===== config.mk =====
export PLATFORM = sky130hd
export DESIGN_NAME = mfp_irq_ctrl
export DESIGN_NICKNAME = d
export VERILOG_FILES = /design/src/rtl/mfp_irq_ctrl.sv
export SDC_FILE = /design/constraint.sdc
export NUM_CORES = 1
export LEC_CHECK = 0
export CAP_MARGIN = 20
export CORE_ASPECT_RATIO = 2
export CORE_MARGIN = 2
export CORE_UTILIZATION = 40
export DETAILED_ROUTE_END_ITERATION = 16
export GPL_TIMING_DRIVEN = 0
export PLACE_DENSITY = 0.74
export REMOVE_ABC_BUFFERS = 1
export SLEW_MARGIN = 40
export SYNTH_ARGS = -nofsm -noshare
export SYNTH_HDL_FRONTEND = slang
export SYNTH_SLANG_ARGS = --single-unit

===== constraint.sdc =====
create_clock -name clk -period 3.9 [get_ports clk]
set_clock_uncertainty 0.15 [all_clocks]
set_input_delay 0.78 -clock clk [delete_from_list [all_inputs] [get_ports clk]]
set_output_delay 0.78 -clock clk [all_outputs]
set_load 0.005 [all_outputs]

===== src/rtl/mfp_irq_ctrl.sv =====
// ---------------------------------------------------------------------------
// mfp_irq_ctrl -- interrupt sequencer for the MFP (68901) model.
//
// This block latches rising edges on 16 interrupt sources into the pending
// register (ipr). It applies the enable (ier) and mask (imr) registers and
// compares the highest masked pending source against the highest in-service
// source. It drives a registered, active-low request to the CPU. It also runs
// the IACK handshake that returns {vector base, source index} with dtack.
//
// mfp_hbit16 (also in this file) finds the highest set bit of a 16-bit word.
//
// Ports
//   clk      in   system clock
//   reset    in   synchronous, active-high reset
//   src      in   [15:0] source levels, polarity corrected (bit 15 highest)
//   ier      in   [15:0] interrupt enable register
//   imr      in   [15:0] interrupt mask register
//   vr       in   [7:0]  vector register: [7:4] base, [3] S (1 = software EOI)
//   ipr_clr  in   [15:0] one-cycle strobe, 1-bits clear pending
//   isr_clr  in   [15:0] one-cycle strobe, 1-bits clear in-service
//   iack     in   CPU interrupt-acknowledge cycle for this MFP (level)
//   irq_n    out  interrupt request, active low, registered
//   vec      out  [7:0] interrupt vector, valid while dtack=1
//   dtack    out  vector valid / bus acknowledge
//   ipr      out  [15:0] pending register
//   isr      out  [15:0] in-service register
// ---------------------------------------------------------------------------

module mfp_hbit16 (
    input  logic [15:0] bits,
    output logic [3:0]  index,
    output logic        found
);
    // The loop runs upward, so the highest set bit is the last one written.
    always_comb begin
        index = 4'd0;
        found = 1'b0;
        for (int i = 0; i < 16; i++) begin
            if (bits[i]) begin
                index = 4'(i);
                found = 1'b1;
            end
        end
    end
endmodule

module mfp_irq_ctrl #(
    parameter int ACK_WAIT = 2
) (
    input  logic        clk,
    input  logic        reset,
    input  logic [15:0] src,
    input  logic [15:0] ier,
    input  logic [15:0] imr,
    input  logic [7:0]  vr,
    input  logic [15:0] ipr_clr,
    input  logic [15:0] isr_clr,
    input  logic        iack,
    output logic        irq_n,
    output logic [7:0]  vec,
    output logic        dtack,
    output logic [15:0] ipr,
    output logic [15:0] isr
);
    typedef enum logic [1:0] {
        ST_IDLE,
        ST_WAIT,
        ST_ACK,
        ST_SPUR
    } state_t;

    state_t      state, state_next;
    logic [3:0]  cnt, cnt_next;
    logic [3:0]  idx, idx_next;
    logic        ack_fire;

    logic [15:0] src_s1, src_s2;
    logic [15:0] rise;
    logic [15:0] masked;
    logic [3:0]  p_idx, s_idx;
    logic        p_found, s_found;
    logic        req;
    logic [15:0] ack_onehot;
    logic [15:0] ipr_next, isr_next;
    logic [2:0]  vr_unused;

    // vr[2:0] carries no meaning for the interrupt logic.
    assign vr_unused = vr[2:0];

    // The edge is taken between two registered samples. This places the
    // pending set one clock after src is sampled.
    assign rise   = src_s1 & ~src_s2;
    assign masked = ipr & imr;

    mfp_hbit16 u_pend_hbit (
        .bits  (masked),
        .index (p_idx),
        .found (p_found)
    );

    mfp_hbit16 u_serv_hbit (
        .bits  (isr),
        .index (s_idx),
        .found (s_found)
    );

    // A source can only interrupt a strictly lower in-service level.
    assign req = p_found && (!s_found || (p_idx > s_idx));

    always_comb begin
        state_next = state;
        cnt_next   = cnt;
        idx_next   = idx;
        ack_fire   = 1'b0;
        case (state)
            ST_IDLE: begin
                if (iack) begin
                    if (req) begin
                        idx_next   = p_idx;
                        cnt_next   = 4'(ACK_WAIT - 1);
                        state_next = ST_WAIT;
                    end else begin
                        state_next = ST_SPUR;
                    end
                end
            end
            ST_WAIT: begin
                if (!iack) begin
                    state_next = ST_IDLE;
                end else if (cnt == 4'd0) begin
                    ack_fire   = 1'b1;
                    state_next = ST_ACK;
                end else begin
                    cnt_next = cnt - 4'd1;
                end
            end
            ST_ACK: begin
                if (!iack) state_next = ST_IDLE;
            end
            ST_SPUR: begin
                if (!iack) state_next = ST_IDLE;
            end
            default: state_next = ST_IDLE;
        endcase
    end

    assign ack_onehot = ack_fire ? (16'h0001 << idx) : 16'h0000;

    // A new edge wins over a clear (CPU or acknowledge) on the same bit.
    // A disabled source never stays pending.
    assign ipr_next = ((ipr & ~ipr_clr & ~ack_onehot) | rise) & ier;

    // With automatic EOI (S=0), the in-service register is held empty.
    assign isr_next = vr[3] ? ((isr | ack_onehot) & ~isr_clr) : 16'h0000;

    assign dtack = (state == ST_ACK);

    always_ff @(posedge clk) begin
        if (reset) begin
            state  <= ST_IDLE;
            cnt    <= 4'd0;
            idx    <= 4'd0;
            src_s1 <= 16'h0000;
            src_s2 <= 16'h0000;
            ipr    <= 16'h0000;
            isr    <= 16'h0000;
            irq_n  <= 1'b1;
            vec    <= 8'h00;
        end else begin
            state  <= state_next;
            cnt    <= cnt_next;
            idx    <= idx_next;
            src_s1 <= src;
            src_s2 <= src_s1;
            ipr    <= ipr_next;
            isr    <= isr_next;
            irq_n  <= ~req;
            if (ack_fire) vec <= {vr[7:4], idx};
        end
    end
endmodule


==> implementation parameters, run 1 <==
Parameter                              Value

Outcome
  Outcome    finished clean

Place
  Placed instance count    599
  Weighted congestion at the end of routability-driven global placement    0.899
  Port Buffers    129
  Hpwl dp    8040 um

Drt
  Number of vias after detailed routing    3303
  Remaining antenna violation count after routing    0
  Drc violations    0
  Detailed-route wire length per cell    16.7 um
  Drt via density    5.37
  Number of DRC violations after detailed-routing iteration 0    193
  Final Routed Wirelength    10300 um
  Number of search-and-repair iterations in the first detailed-routing pass    4

GRT
  GRT Util Overall    0.220
  Vias in the first global route    3386
  Number of antenna violations at the first check in global routing    0
  Maximum number of pins on one net before global-route repair    38
  Leftover overflow at the end of global routing    0
  Global-route wire length before repair    16000 um

Logic synthesis
  Simple-gate portion of the synthesized area    0.243
  Synth Instances    385
  Xor-xnor portion of the synthesized cell area    0
  Mean instance size in the synthesized netlist    8.92 um2
  Top post-synthesis cells by area    dfxtp_1 48%, nor2b_1 6.7%, a21oi_1 5.8%
  Top cells by instance count after synthesis    83 x dfxtp_1, 40 x a21oi_1, 37 x nor2b_1, 35 x inv_1, 33 x nand2_1
  Post-synthesis async set-or-reset flop share    0
  Post-Synth Adder-Cell Area    0.0219
  Post-synthesis cell type with the largest combined area    dfxtp_1
  Top cell type's share of synthesized area    0.484
  Number of enable-type register cells in the synthesized netlist    0
  Share of the synthesized area in compound gates (AO/OA/AOI/OAI)    0.189
  Netlist Area Pre-Place    3430 um2
  Portion of netlist area occupied by mux cells    0.00874
  Count of state elements after synthesis    83
  Count of synthesis-stage warnings from yosys    0
  Most frequently used cell type in the post-synthesis netlist    dfxtp_1
  Main combinational cell family by area after synthesis    simple AND/OR/NAND/NOR gates
  Synth Flop Type    dfxtp_1
  Proportion of synthesized chip area in sequential cells    0.484
  Count of different cell masters after synthesis    41

Pwr
  Static leakage    1.88 nW
  Overall power after layout    0.00211 W
  Largest vdd supply drop    0.000278 V
  Power density over the cells    408 nW/um2

Clocking
  Clock tree from TritonCTS    done
  Source-to-sink clock delay at the later pin of the worst-skew pair    330 ps
  Clock transition at the registers of the reported paths    60 ps
  TritonCTS buffer count    9
  Hold-fix buffers at CTS    0
  CTS Sinks    83
  Clock root buffer    clkbuf_16
  Buffers from clock root to sink, at most    2
  H-tree Lvls    3

Worst setup path
  Maximum fanout along the worst path    7
  Element type at the critical path start    input pin
  Required time at the worst-slack endpoint    4030 ps
  Data arrival time at the worst-slack endpoint    3910 ps
  Worst reg-to-reg setup slack    550 ps
  CP endpoint kind    flip-flop
  Crit Path Class    in -> reg

STA
  Setup Total Neg Slack    0 ps
  Fmax    0.265 GHz
  Relative slew slack    0.445
  Max-slew violation total from the final report    0
  Number of failing hold endpoints at the final stage    0
  Final critical-path share of the clock period    0.969
  Worst Max-Slew Pin Slew    831 ps
  Total setup violations reported at the end of the flow    0
  Tmin final    3780 ps

Cells and area
  Number of standard cells in the layout, taps in and fillers out    615
  Share of post-route cells with drive strength above 1    0.0484
  Antenna fix cells    0
  Nets    610
  Area growth syn-to-layout    50.7%

Flow run
  Reported max-cap violation count    0

Floorplan
  Core region area    8290 um2
  Horizontal extent of the die    69.5 um
  Number of top-level design ports    133
  Area of the die    9390 um2
  Die H    135 um
  Initial cell density of the core    0.414
  Placement Rows    47

Hold path
  Hold Path Class    reg -> reg
==> timing repair <==
item / CTS / global route
hold endpoints to repair: 0 / 0
setup endpoints to repair: 0 / 7
setup buffers: 0 / 1
resized for setup: 0 / 2
==> routing by layer <==
metal / GRT usage / part of all wire
met5: 0 / 0
met4: 0.127 / 0.035
met3: 0.0470 / 0.047
met2: 0.429 / 0.58
met1: 0.204 / 0.33
==> sequential cells by signal, indices dropped and copies added, names as in the netlist <==
register and flops:
ipr 16, isr 16, src_s1 16, src_s2 16, vec 8, cnt 4, idx 4, state 2
irq_n 1
==> power by group <==
group	leakage, nW	internal (W)	switching (W)	total [W]
logic	1.05	0.000153	0.000108	0.000261
clock network	0.159	0.000621	0.000328	0.000948
registers	0.678	0.000880	0.0000234	0.000903
==> final timing paths <==
check,cells after the start,from,end
max,14,imr[2],cnt[2]
min,2,vec[3],vec[3]
max reg2reg,14,isr[5],cnt[2]
min reg2reg,2,vec[3],vec[3]
==> layout by cell type, fill, tap and decap left out, drive strengths merged, types with 4 or more instances in the layout <==
| cell type | count |
|---|---|
| nor2b | 37 |
| inv | 35 |
| nor3b | 19 |
| a211oi | 8 |
| ha | 6 |
| nor3 | 15 |
| a32oi | 10 |
| o21ai | 5 |
| a22oi | 8 |
| clkdlybuf4s50 | 128 |
| dfxtp | 83 |
| a21oi | 40 |
| nand2b | 11 |
| nand4 | 7 |
| or4 | 5 |
| clkbuf | 10 |
| nor2 | 15 |
| a2111oi | 4 |
| nand2 | 33 |
==> worst max-delay path: stages <==
cell and delay [ps]:
clkdlybuf4s50_1 480, nand2_1 60, a32oi_1 220, a221oi_1 90
a2111oi_1 490, o21a_1 240, ha_1 160, nor2b_1 40
o211a_1 220, o21ai_1 300, a2111oi_4 130, buf_4 190
a2111oi_0 360, a31o_1 150
==> kinds of logic after synthesis <==
logic type / Yosys count
compound gates: 94
fa+ha+maj: 6
buf+inv: 49
flops: 83
mux: 3
simple gates: 150
==> area by class of cell <==
| class | count | area (um2) |
|---|---|---|
| clock buffers | 10 | 229 |
| clock inverters | 5 | 103 |
| fillers | 713 | 3120 |
| inverters | 35 | 131 |
| multi-input cells | 253 | 1610 |
| flip-flops and latches | 83 | 1660 |
| well taps | 98 | 123 |
| repair buffers | 131 | 1320 |
==> metrics by stage <==
stage | setup WS, ps | cell area, um2 | hold slack (ps) | util
after floorplan | 732 | 3380 | 288 | -
after global placement | -191 | 4800 | 291 | 0.578
after detailed placement | -248 | 4830 | 301 | 0.583
after CTS | 79.7 | 5160 | 309 | 0.623
after global routing | -53.4 | 5180 | 328 | 0.624
final | 120 | 5180 | 307 | 0.624
Power figures use the tool's default switching activity.
==> run 2: changes to the inputs <==
Settings changed: CAP_MARGIN 20 to 5.
==> results of run 2 <==
Same layout as run 1: the final DEF is identical, and so are final timing and power.
==> run 3: changes to the inputs <==
Settings changed: CTS_CLUSTER_DIAMETER set to 50, SKIP_CTS_REPAIR_TIMING set to 1.
==> results of run 3 <==
Same layout as run 1: the final DEF is identical, and so are final timing and power.
